### config.mk
export PLATFORM = sky130hd
export DESIGN_NAME = chess_board_store_flat
export DESIGN_NICKNAME = d
export VERILOG_FILES = /design/src/rtl/chess_board_store_if.sv /design/src/rtl/chess_board_store.sv /design/src/flat_wrapper.sv
export SDC_FILE = /design/constraint.sdc
export NUM_CORES = 1
export LEC_CHECK = 0
export CAP_MARGIN = 20
export CORE_MARGIN = 10
export CORE_UTILIZATION = 30
export CTS_BUF_LIST = sky130_fd_sc_hd__clkbuf_16
export DETAILED_ROUTE_END_ITERATION = 7
export GPL_TIMING_DRIVEN = 0
export SLEW_MARGIN = 20
export SYNTH_ARGS = -nofsm -noshare
export SYNTH_HDL_FRONTEND = slang
export SYNTH_SLANG_ARGS = --single-unit
### constraint.sdc
create_clock -name clk -period 11.6 [get_ports clk]
set_input_delay 1.74 -clock clk [delete_from_list [all_inputs] [get_ports clk]]
set_output_delay 1.74 -clock clk [all_outputs]
set_load 0.05 [all_outputs]
### src/rtl/chess_board_store_if.sv
// Purpose: bundles the game-FSM-facing write port and the board/status outputs
//   of chess_board_store into one interface.
// Signals:
//   new_game      sync pulse: reload initial position, clear stats
//   wr_en         single-cycle write strobe
//   wr_address    square index, row*8+col (row 0 = black back rank)
//   wr_piece      {colour, type}; colour 0=white, 1=black
//   board         flat board bus, square s at [4s+3:4s]
//   write_ack     one-cycle pulse in the cycle after an accepted write
//   white_captured / black_captured  saturating loss counters
//   move_count    completed moves (erase writes), wrapping
//   game_over     set once a king has been captured
//   winner        colour that captured the king; valid when game_over
//   dbg_state     game state register (0 = playing, 1 = over)
// Handshake: there is no back-pressure. A write is taken on the clock edge where
//   wr_en=1, new_game=0 and game_over=0; write_ack then pulses for exactly one
//   cycle and the new square value is on the board bus in that same cycle.
interface chess_board_store_if #(
  parameter int CNT_W  = 4,
  parameter int MOVE_W = 8
);
  logic              new_game;
  logic              wr_en;
  logic [5:0]        wr_address;
  logic [3:0]        wr_piece;
  logic [255:0]      board;
  logic              write_ack;
  logic [CNT_W-1:0]  white_captured;
  logic [CNT_W-1:0]  black_captured;
  logic [MOVE_W-1:0] move_count;
  logic              game_over;
  logic              winner;
  logic              dbg_state;

  modport master (
    output new_game, wr_en, wr_address, wr_piece,
    input  board, write_ack, white_captured, black_captured, move_count,
           game_over, winner, dbg_state
  );

  modport slave (
    input  new_game, wr_en, wr_address, wr_piece,
    output board, write_ack, white_captured, black_captured, move_count,
           game_over, winner, dbg_state
  );
endinterface

### src/rtl/chess_board_store.sv
// Purpose: registered 64-square board memory between the game FSM and the VGA
//   renderer. Takes single-square writes, drives the flat 256-bit board bus,
//   and keeps capture counts, completed-move count and the king-capture latch.
// Ports:
//   clk    system clock
//   rst    asynchronous, active-high reset (loads the initial position)
//   bus    chess_board_store_if slave modport (write port + board/status)
module chess_board_store #(
  parameter int CNT_W  = 4,
  parameter int MOVE_W = 8
) (
  input  logic                 clk,
  input  logic                 rst,
  chess_board_store_if.slave   bus
);

  // Square s lives at [4s+3:4s]; the most significant digit is square 63.
  localparam logic [255:0] INIT_BOARD =
    256'h43265234_11111111_00000000_00000000_00000000_00000000_99999999_CBAEDABC;

  localparam logic [2:0] T_EMPTY = 3'd0;
  localparam logic [2:0] T_KING  = 3'd6;

  typedef enum logic {
    ST_PLAY = 1'b0,
    ST_OVER = 1'b1
  } state_t;

  state_t            r_state;
  state_t            w_state_nxt;
  logic [255:0]      r_board;
  logic              r_ack;
  logic [CNT_W-1:0]  r_white_cap;
  logic [CNT_W-1:0]  r_black_cap;
  logic [MOVE_W-1:0] r_moves;
  logic              r_winner;

  logic              w_accept;
  logic [3:0]        w_old;
  logic              w_capture;
  logic              w_king_capture;
  logic              w_erase;

  assign w_accept       = bus.wr_en && !bus.new_game && (r_state == ST_PLAY);
  assign w_old          = r_board[{bus.wr_address, 2'b00} +: 4];
  assign w_capture      = w_accept && (w_old[2:0] != T_EMPTY) &&
                          (bus.wr_piece[2:0] != T_EMPTY) &&
                          (w_old[3] != bus.wr_piece[3]);
  assign w_king_capture = w_capture && (w_old[2:0] == T_KING);
  assign w_erase        = w_accept && (bus.wr_piece[2:0] == T_EMPTY);

  // Game state: the only state is whether a king has fallen.
  always_ff @(posedge clk or posedge rst) begin
    if (rst) r_state <= ST_PLAY;
    else     r_state <= w_state_nxt;
  end

  always_comb begin
    w_state_nxt = r_state;
    case (r_state)
      ST_PLAY: if (bus.new_game)        w_state_nxt = ST_PLAY;
               else if (w_king_capture) w_state_nxt = ST_OVER;
      ST_OVER: if (bus.new_game)        w_state_nxt = ST_PLAY;
      default: w_state_nxt = ST_PLAY;
    endcase
  end

  // Board storage, ack and statistics.
  always_ff @(posedge clk or posedge rst) begin
    if (rst) begin
      r_board     <= INIT_BOARD;
      r_ack       <= 1'b0;
      r_white_cap <= '0;
      r_black_cap <= '0;
      r_moves     <= '0;
      r_winner    <= 1'b0;
    end else if (bus.new_game) begin
      // new_game outranks any write in the same cycle: the write is dropped.
      r_board     <= INIT_BOARD;
      r_ack       <= 1'b0;
      r_white_cap <= '0;
      r_black_cap <= '0;
      r_moves     <= '0;
      r_winner    <= 1'b0;
    end else begin
      r_ack <= w_accept;
      if (w_accept) begin
        r_board[{bus.wr_address, 2'b00} +: 4] <= bus.wr_piece;
      end
      // The victim colour is the colour of the piece being overwritten.
      if (w_capture) begin
        if (!w_old[3]) begin
          if (r_white_cap != {CNT_W{1'b1}}) r_white_cap <= r_white_cap + 1'b1;
        end else begin
          if (r_black_cap != {CNT_W{1'b1}}) r_black_cap <= r_black_cap + 1'b1;
        end
      end
      if (w_erase) r_moves <= r_moves + 1'b1;
      if (w_king_capture) r_winner <= bus.wr_piece[3];
    end
  end

  assign bus.board          = r_board;
  assign bus.write_ack      = r_ack;
  assign bus.white_captured = r_white_cap;
  assign bus.black_captured = r_black_cap;
  assign bus.move_count     = r_moves;
  assign bus.game_over      = (r_state == ST_OVER);
  assign bus.winner         = r_winner;
  assign bus.dbg_state      = r_state;

endmodule

### src/flat_wrapper.sv
// flat-port wrapper written by rule: the top's interface ports become plain ports
module chess_board_store_flat 
#(
  parameter int CNT_W  = 4,
  parameter int MOVE_W = 8
)
  (clk, rst, bus_new_game, bus_wr_en, bus_wr_address, bus_wr_piece, bus_board, bus_write_ack, bus_white_captured, bus_black_captured, bus_move_count, bus_game_over, bus_winner, bus_dbg_state);
  chess_board_store_if #(.CNT_W(CNT_W), .MOVE_W(MOVE_W)) bus_i ();
  input  logic clk;
  input  logic rst;
  input wire logic [$bits(bus_i.new_game)-1:0] bus_new_game;
  input wire logic [$bits(bus_i.wr_en)-1:0] bus_wr_en;
  input wire logic [$bits(bus_i.wr_address)-1:0] bus_wr_address;
  input wire logic [$bits(bus_i.wr_piece)-1:0] bus_wr_piece;
  output wire logic [$bits(bus_i.board)-1:0] bus_board;
  output wire logic [$bits(bus_i.write_ack)-1:0] bus_write_ack;
  output wire logic [$bits(bus_i.white_captured)-1:0] bus_white_captured;
  output wire logic [$bits(bus_i.black_captured)-1:0] bus_black_captured;
  output wire logic [$bits(bus_i.move_count)-1:0] bus_move_count;
  output wire logic [$bits(bus_i.game_over)-1:0] bus_game_over;
  output wire logic [$bits(bus_i.winner)-1:0] bus_winner;
  output wire logic [$bits(bus_i.dbg_state)-1:0] bus_dbg_state;
  assign bus_i.new_game = bus_new_game;
  assign bus_i.wr_en = bus_wr_en;
  assign bus_i.wr_address = bus_wr_address;
  assign bus_i.wr_piece = bus_wr_piece;
  assign bus_board = bus_i.board;
  assign bus_write_ack = bus_i.write_ack;
  assign bus_white_captured = bus_i.white_captured;
  assign bus_black_captured = bus_i.black_captured;
  assign bus_move_count = bus_i.move_count;
  assign bus_game_over = bus_i.game_over;
  assign bus_winner = bus_i.winner;
  assign bus_dbg_state = bus_i.dbg_state;
  chess_board_store #(.CNT_W(CNT_W), .MOVE_W(MOVE_W)) u_core (.clk(clk), .rst(rst), .bus(bus_i));
endmodule
After elaboration in Yosys (flattened, before gate mapping)
Cells that the tools add are included.

word-level totals
  input bits = 14
  logic and storage cells = 60
  register bits = 275
  output and inout port bits = 276

operators by class
  reduce and logical (&&, ||, !) cells = 20
  equal/unequal tests = 5
  bitwise gates (word level) = 1
  shift operators = 3
  add/sub/neg operators = 4
  mux-type cells = 20

operator list
  kind                        number
  $mux W256                   2
  $bwmux W256                 1
  $shift A4 B10 Y256 const A  1
  $shiftx A256 B9 Y4          1
  $shiftx A4 B10 Y256         1
  $mux W4                     8
  $mux W8                     2
  $reduce_bool A2 Y1          7
  $neg A8 Y10                 1
  $add A4 B1 Y4 const B       2
  $add A8 B1 Y8 const B       1
  $ne A4 B4 Y1 const B        2
  $logic_and A1 B1 Y1         7
  $mux W1                     6
  $reduce_and A3 Y1           2
  $reduce_bool A3 Y1          2
  $eq A3 B3 Y1 const B        1
  $logic_not A3 Y1            1
  $ne A2 B2 Y1 const B        1
  $pmux W1 S2                 1
  $logic_not A1 Y1            1
  $ne A1 B1 Y1                1
  $not A1 Y1                  1

Logic depth before layout (Yosys ltp)
  depth after elaboration = 10
  depth in mapped cells = 16

Least setup slack after synthesis
OpenSTA, ideal clock, no wires.

  path type = input port to flip-flop
  from = in bus_wr_address[1]
  to = reg u_core.r_board[136], in the netlist u_core.bus.board[136]
  path slack = 7.019 ns
  required time = 11.468 ns
  stages on the path = 15
  data arrival time = 4.449 ns
  buffers on the path = 6
  path through = buf_4 -> buf_6 -> buf_4 -> buf_4 -> inv_1 -> ha_1 -> xnor2_1 -> and2_0 -> clkbuf_1 -> nand2_1 -> nor2_1 -> clkbuf_1 -> nand3_1 -> mux2i_1 -> nor2_1

on the way
  cells in the longest elaborated chain, start to end = 5
  elaborated cells on any way between the ends = 6

RTL lines
  what                                                              RTL line                 text
  start: declaration                                                flat_wrapper.sv:13       input wire logic [$bits(bus_i.wr_address)-1:0] bus_wr_address;
  $neg A8 Y10 (*)                                                   chess_board_store.sv:88  r_board[{bus.wr_address, 2'b00} +: 4] <= bus.wr_piece;
  $shiftx A4 B10 Y256 / $shift A4 B10 Y256 (equally long branches)  chess_board_store.sv:88
  $bwmux W256 (*)                                                   chess_board_store.sv:88
  $mux W256 (*)                                                     chess_board_store.sv:87  if (w_accept) begin
  $mux W256 (*)                                                     chess_board_store.sv:77  end else if (bus.new_game) begin
  end signal: indexed assignment                                    chess_board_store.sv:88
  end: declaration                                                  chess_board_store.sv:31  logic [255:0] r_board;

Every way passes the cells marked *; elsewhere a longest branch is shown, timed or not. The select of a mux whose other input is x is not followed.
A chain may end at the register's enable or synchronous reset.

Worst setup path in the final report
  from = in bus_wr_address[0]
  to = reg u_core.r_board[210], in the netlist u_core.bus.board[210]

The elaborated chain is that of the path after synthesis.

==> results.py <==
metrics = {
    "status": {
        "outcome": "finished, final reports clean",
    },
    "cells_and_area": {
        "final_core_util_pct": 40.1,
        "area_growth_pct": 32.6,
        "stdcell_area_um2": 19100,
        "nFillCells": 4662,
        "layout-drive-gt1-share_pct": 13.2,
        "layout_commonest_cell": "clkdlybuf4s50_1",
        "layout_common_cells": "clkdlybuf4s50_1 (287), dfrtp_1 (219), nor2_1 (187)",
        "nets": 1762,
    },
    "critical_path": {
        "r2r_slack_ps": 7800,
        "r2r-end": "u_core.bus.board[124]",
        "critPathArrivalTime_ps": 7800,
        "crit_fanout": 10,
        "path_class": "in -> reg",
        "r2r_start": "u_core.bus.dbg_state",
        "cp-end-kind": "flip-flop",
        "crit_path_start_kind": "input port",
        "crit_required_ps": 12140,
        "r2r.worst_path.cells": 6,
    },
    "timing": {
        "min_period_over_period_pct": 62.6,
        "fin_worst_skew_ps": 21.7,
        "maxSlewHeadroom_pct": 19.0,
        "fmax_mhz": 138,
        "rsz0062_at_grt": "no",
        "slew_violations": 0,
        "period_needed_ps": 7260,
        "final-setup-viol-count": 0,
        "tns_ps": 0,
        "hold_viol": 0,
        "worst_slew_pin_slew_ps": 1220,
    },
    "clock_network": {
        "htree_levels": 1,
        "path_clk_slew_ps": 70,
        "root_buffer": "clkbuf_16",
        "clk-insertion-delay-late_ps": 610,
        "cts_inserted_buffers": 31,
        "cts_buffer_depth": 3,
        "cts_tree": "built",
        "postCtsSetupRepairBufs": 0,
        "ctsResizeCount": 0,
        "holdBufCountCts": 0,
        "cts.sinks": 275,
    },
    "synth": {
        "synth-seq-cells": 275,
        "synthFlopType": "dfrtp_1",
        "syn_nets": 1440,
        "ys_types": 68,
        "synth_area_leaders": "dfrtp_1 (38%), dfstp_2 (10%), mux4_2 (9.1%)",
        "synth_area_um2": 14400,
        "synth_seq_area_share_pct": 48.3,
        "async_flop_share_pct": 100,
        "yosysWarningCount": 0,
        "synth_edf_count": 0,
        "syn_inst": 1420,
        "synth_area_leader_cell": "dfrtp_1",
        "postSynthAreaPerCell_um2": 10.1,
        "synth.top_cell.area_share_pct": 38.1,
    },
    "route": {
        "drt_first_iter_violations": 1983,
        "wl_per_cell_um": 38.9,
        "drc": 0,
        "num_vias": 14705,
        "wl_mm": 92.8,
        "vias_per_cell": 6.17,
        "first_pass_iters": 6,
        "postRouteAntennaNets": 0,
    },
    "die": {
        "row_count": 80,
        "die-height_um": 239,
        "die_width_um": 239,
        "coreArea_um2": 47500,
        "io_pins": 290,
        "die-area_um2": 57100,
        "start_util_pct": 30.3,
    },
    "min_path": {
        "hold_path.startpoint": "u_core.bus.board[204]",
        "hold_depth": 2,
        "hold_path_end": "u_core.bus.board[204]",
        "hp-class": "reg -> reg",
    },
    "global_route": {
        "grt_pass1_vias": 14535,
        "grt_max_degree": 104,
        "antenna_found_initial": 2,
        "grt_pass1_wl_mm": 125,
        "grt_usage_pct": 31.7,
        "grt_remaining_overflow": 0,
    },
    "power_and_ir_drop": {
        "total_power_mw": 2.27,
        "ir_drop_v": 0.0000825,
        "power_density_nw_per_um2": 119,
        "p_leak_nw": 7.61,
    },
    "placement": {
        "placedInstanceArea_um2": 18100,
        "hpwl_mm": 70.4,
        "gp_congestion": 1.00,
        "io_buffers": 287,
    },
    "run": {
        "maxCapViolCount": 0,
    },
}
-- registers in the layout, summed over array words and instances (netlist names) --
name,cells
u_core.bus.black_captured,4
u_core.bus.write_ack,1
u_core.bus.dbg_state,1
u_core.bus.move_count,8
u_core.bus.board,256
u_core.bus.winner,1
u_core.bus.white_captured,4
-- worst max-delay path, stage by stage --
cell and delay, ps:
clkdlybuf4s50_1 670, buf_6 290, buf_12 220, buf_8 230
clkinv_1 550, ha_1 630, nor3b_1 260, xnor2_1 650
buf_2 440, buf_1 770, nand2_1 300, nor2_1 690
a32o_1 280
-- metrics by stage --
| step | std cells | worst slack (ps) | hold WS [ps] |
|---|---|---|---|
| 2_1_floorplan | 1420 | 2370 | 602 |
| 3_3_place_gp | 2322 | -1370 | 498 |
| 3_5_place_dp | 2324 | 3890 | 500 |
| 4_1_cts | 2381 | 4530 | 516 |
| 5_1_grt | 2381 | 4430 | 529 |
| 6_report | 2384 | 4340 | 514 |
-- cell usage after synthesis, types with 12 or more instances --
library cell  instances
clkbuf_1             49
dfstp_2              56
o21ai_0              61
nand2_1             186
nand3b_1             12
mux2i_1              57
a211o_1              36
a22o_1               38
nor2_1              189
buf_2                20
nor2b_1              13
dfrtp_1             219
a21oi_1              95
nand3_1              88
mux4_2               58
a32o_1               20
nor3_1               28
-- report_power, final --
group | total (mW) | internal [mW] | switching, mW
Clock | 0.984 | 0.530 | 0.454
Combinational | 0.318 | 0.0613 | 0.257
Sequential | 0.970 | 0.965 | 0.00435
-- metal layers --
| metal | part of all wire, % | wire [um] | vias up | global-route usage, % |
|---|---|---|---|---|
| met5 | 0.014 | 13 | - | 0 |
| met4 | 4.1 | 3840 | 2 | 13.1 |
| met3 | 9.8 | 9130 | 185 | 7.53 |
| met2 | 45 | 41800 | 996 | 49.5 |
| met1 | 41 | 38100 | 7673 | 41.5 |
| li1 | - | - | 5849 | - |
-- final cells by class --
cell class / count / area, um2 / area share (%)
clock inverter: 26 / 190 / 0.997
buffer: 94 / 483 / 2.53
tap: 615 / 769 / 4.03
antenna: 3 / 7.51 / 0.0393
multi-input combinational: 1037 / 6920 / 36.3
clock buffer: 31 / 776 / 4.07
inverter: 14 / 60.1 / 0.315
sequential: 275 / 6950 / 36.4
timing repair buffer: 289 / 2930 / 15.3
-- cell families after synthesis --
| family | Yosys count | share of synthesized area, % |
|---|---|---|
| compound gates | 316 | 15.1 |
| xor+xnor | 15 | 0.965 |
| fa+ha+maj | 6 | 0.522 |
| buf+inv | 108 | 3.66 |
| flops | 275 | 48.3 |
| mux | 122 | 13.6 |
| simple gates | 578 | 17.9 |
-- worst max path at each step --
stage / startpoint / endpoint / slack [ps]
global placement: rst / u_core.bus.board[61] / -1370
global route: bus_wr_address[0] / u_core.bus.board[136] / 4430
CTS: bus_wr_address[1] / u_core.bus.board[210] / 4530
floorplan: rst / u_core.bus.black_captured[0] / 2370
detailed placement: bus_wr_address[1] / u_core.bus.board[210] / 3890
finish: bus_wr_address[0] / u_core.bus.board[210] / 4340
No activity file was read; power rests on OpenSTA's default activity.
==> edit: new RTL, config.mk and constraints unchanged <==
`MOVE_W` is set to 8 in 3 places; all go to 12.
--- a/src/rtl/chess_board_store_if.sv
+++ b/src/rtl/chess_board_store_if.sv
@@ -19,3 +19,3 @@
   parameter int CNT_W  = 4,
-  parameter int MOVE_W = 8
+  parameter int MOVE_W = 12
 );
--- a/src/rtl/chess_board_store.sv
+++ b/src/rtl/chess_board_store.sv
@@ -9,3 +9,3 @@
   parameter int CNT_W  = 4,
-  parameter int MOVE_W = 8
+  parameter int MOVE_W = 12
 ) (
--- a/src/flat_wrapper.sv
+++ b/src/flat_wrapper.sv
@@ -4,3 +4,3 @@
   parameter int CNT_W  = 4,
-  parameter int MOVE_W = 8
+  parameter int MOVE_W = 12
 )
Interface: changed (resized bus_move_count); port bits go from 290 to 294. No check against the original RTL was run, so the function may have changed too.
==> edit against the unedited design <==
  * Hold slack worse by 0.0092 ns
  * Area after synthesis up 3.3%
  * Wire length fell by 2.9%
  * Combinational power shrank 2%
  * Count of clock-buffer cells in the layout is 6 higher
  * Sequential cell count rose by 4
  * Total power is 3.8% higher
  * Final area is 3.7% higher
  * Setup slack better by 0.095 ns
  * Global-route usage fell by 2.1 points
  * Via count rose by 6.2%
  * Critical endpoint is now u_core.bus.board[60]
  * Largest cell class is now multi-input combinational cells
==> edit: results (changes against the unedited design) <==
metric,value,unit,change
outcome,finished clean,,
share_clk_of_total_power,0.450,,+0.017
cts_max_path_buffers,3,,unchanged
gp_routability_congestion,1.01,,+1.1%
antenna_violations_before_repair,3,,+1
p_leak,8.00,nW,+5.2%
clk-insertion-delay-late,0.56,ns,-0.05 ns
power.switching,0.718,mW,+0.41%
grt_pass1_vias,15300,,+5.5%
routed_via_count_divided_by_cell_count,6.03,,-2.2%
largest_vdd_supply_drop,0.0000734,V,-11%
route.final.wire_length,90200,um,-2.9%
cts_made_buffers,35,,+13%
synth_ff_type,dfrtp_1,,
first_pass_grt_wire_length,125000,um,-0.62%
number_of_iterations_in_the_first_detailed_routing_pass,6,,unchanged
dpl_worst_slack,4.22,ns,+0.328 ns
grt_util_overall,0.296,,-0.0209
critPathArrivalTime,7.63,ns,-0.17 ns
drt-wirelength-per-cell,34.8,um,-11%
drtIter0Drc,1924,,-3.0%
cpPeakStageDelay,0.88,ns,+0.11 ns
largest_register_ff_count,256,,unchanged
cts.htree.levels,2,,+1
final_hpwl_from_detailed_placement,68800,um,-2.3%
post_synth.cell_area_avg,9.49,um2,-6.3%
clock_skew,0.0170,ns,-0.00466 ns
critical_path.max_fanout,11,,+1
synth-warning-count,0,,unchanged
worst_hold_check_path_type,flip-flop to flip-flop,,
final_nets,1919,,+8.9%
cts_repair_resize_count,0,,unchanged
synth_nets,1587,,+10%
synth_area_leaders,"dfrtp_1 (38%), dfstp_2 (9.9%), mux2i_1 (7.4%)",,
critical-path-slowest-cell,clkbuf_1,,
seq_area_frac_synth,0.474,,-0.00864
grt_start_max_net_pins,100,,-3.8%
max_slew_margin,0.183,,-0.00624
numPlacedInstances,2525,,+8.6%
root_buffer,clkbuf_16,,
io_buffers,290,,+1.0%
combinational_share_of_power,0.133,,-0.007
netlist-cell-type-count,67,,-1.5%
post_route_cells_drive_above_1_share,0.0982,,-0.0337
synth.cells.most_frequent,"nand2_1 (249), dfrtp_1 (223), nor2_1 (165)",,
edit: stage by stage:
step                      hold slack (ns)  instance area [um2]  utilization  power [mW]
after CTS                           0.506                19800        0.404        2.35
after global routing                0.531                19800        0.404        2.40
after floorplan                     0.598                14900            -        1.16
after detailed placement            0.494                18700        0.383        1.30
after global placement              0.491                18600        0.380        1.30
final                               0.504                19800        0.404        2.36
edit: layer usage:
layer / GRT usage / vias up / part of all wire
li1: - / 6307 / -
met1: 0.386 / 7995 / 0.40
met2: 0.455 / 1090 / 0.45
met3: 0.0684 / 219 / 0.097
met4: 0.146 / 4 / 0.052
met5: 0 / - / 0.00030
edit: cell families (layout without fill, tap and decap cells):
family,after synthesis,count (layout),synth area share
flip-flops,279,279,0.474
buffers and inverters,125,483,0.0429
AND/OR/NAND/NOR,623,623,0.186
XOR/XNOR,15,15,0.00884
adder cells (fa/ha/maj),7,7,0.00589
AO/OA/AOI/OAI,369,369,0.157
other,0,1,0
multiplexers,148,148,0.125
edit: final timing paths:
check / depth (start not counted) / start / slack [ns] / endpoint
hold reg to reg: 2 / u_core.bus.board[108] / 0.50 / u_core.bus.board[108]
hold / removal: 2 / u_core.bus.board[108] / 0.50 / u_core.bus.board[108]
setup reg to reg: 8 / u_core.bus.dbg_state / 7.90 / u_core.bus.board[239]
max in group asynchronous: 4 / rst / 8.99 / u_core.bus.board[19]
min in group asynchronous: 2 / rst / 1.50 / u_core.bus.board[188]
setup / recovery: 13 / bus_wr_address[0] / 4.44 / u_core.bus.board[60]
edit: cell type report:
class | count | area, um2
repair buffers | 295 | 3000
plain buffers | 110 | 583
diodes | 1 | 2.50
clock inverters | 26 | 138
clock buffers | 37 | 926
multi-input cells | 1162 | 7190
flip-flops and latches | 279 | 7050
fillers | 4899 | 29200
well taps | 664 | 831
inverters | 15 | 63.8
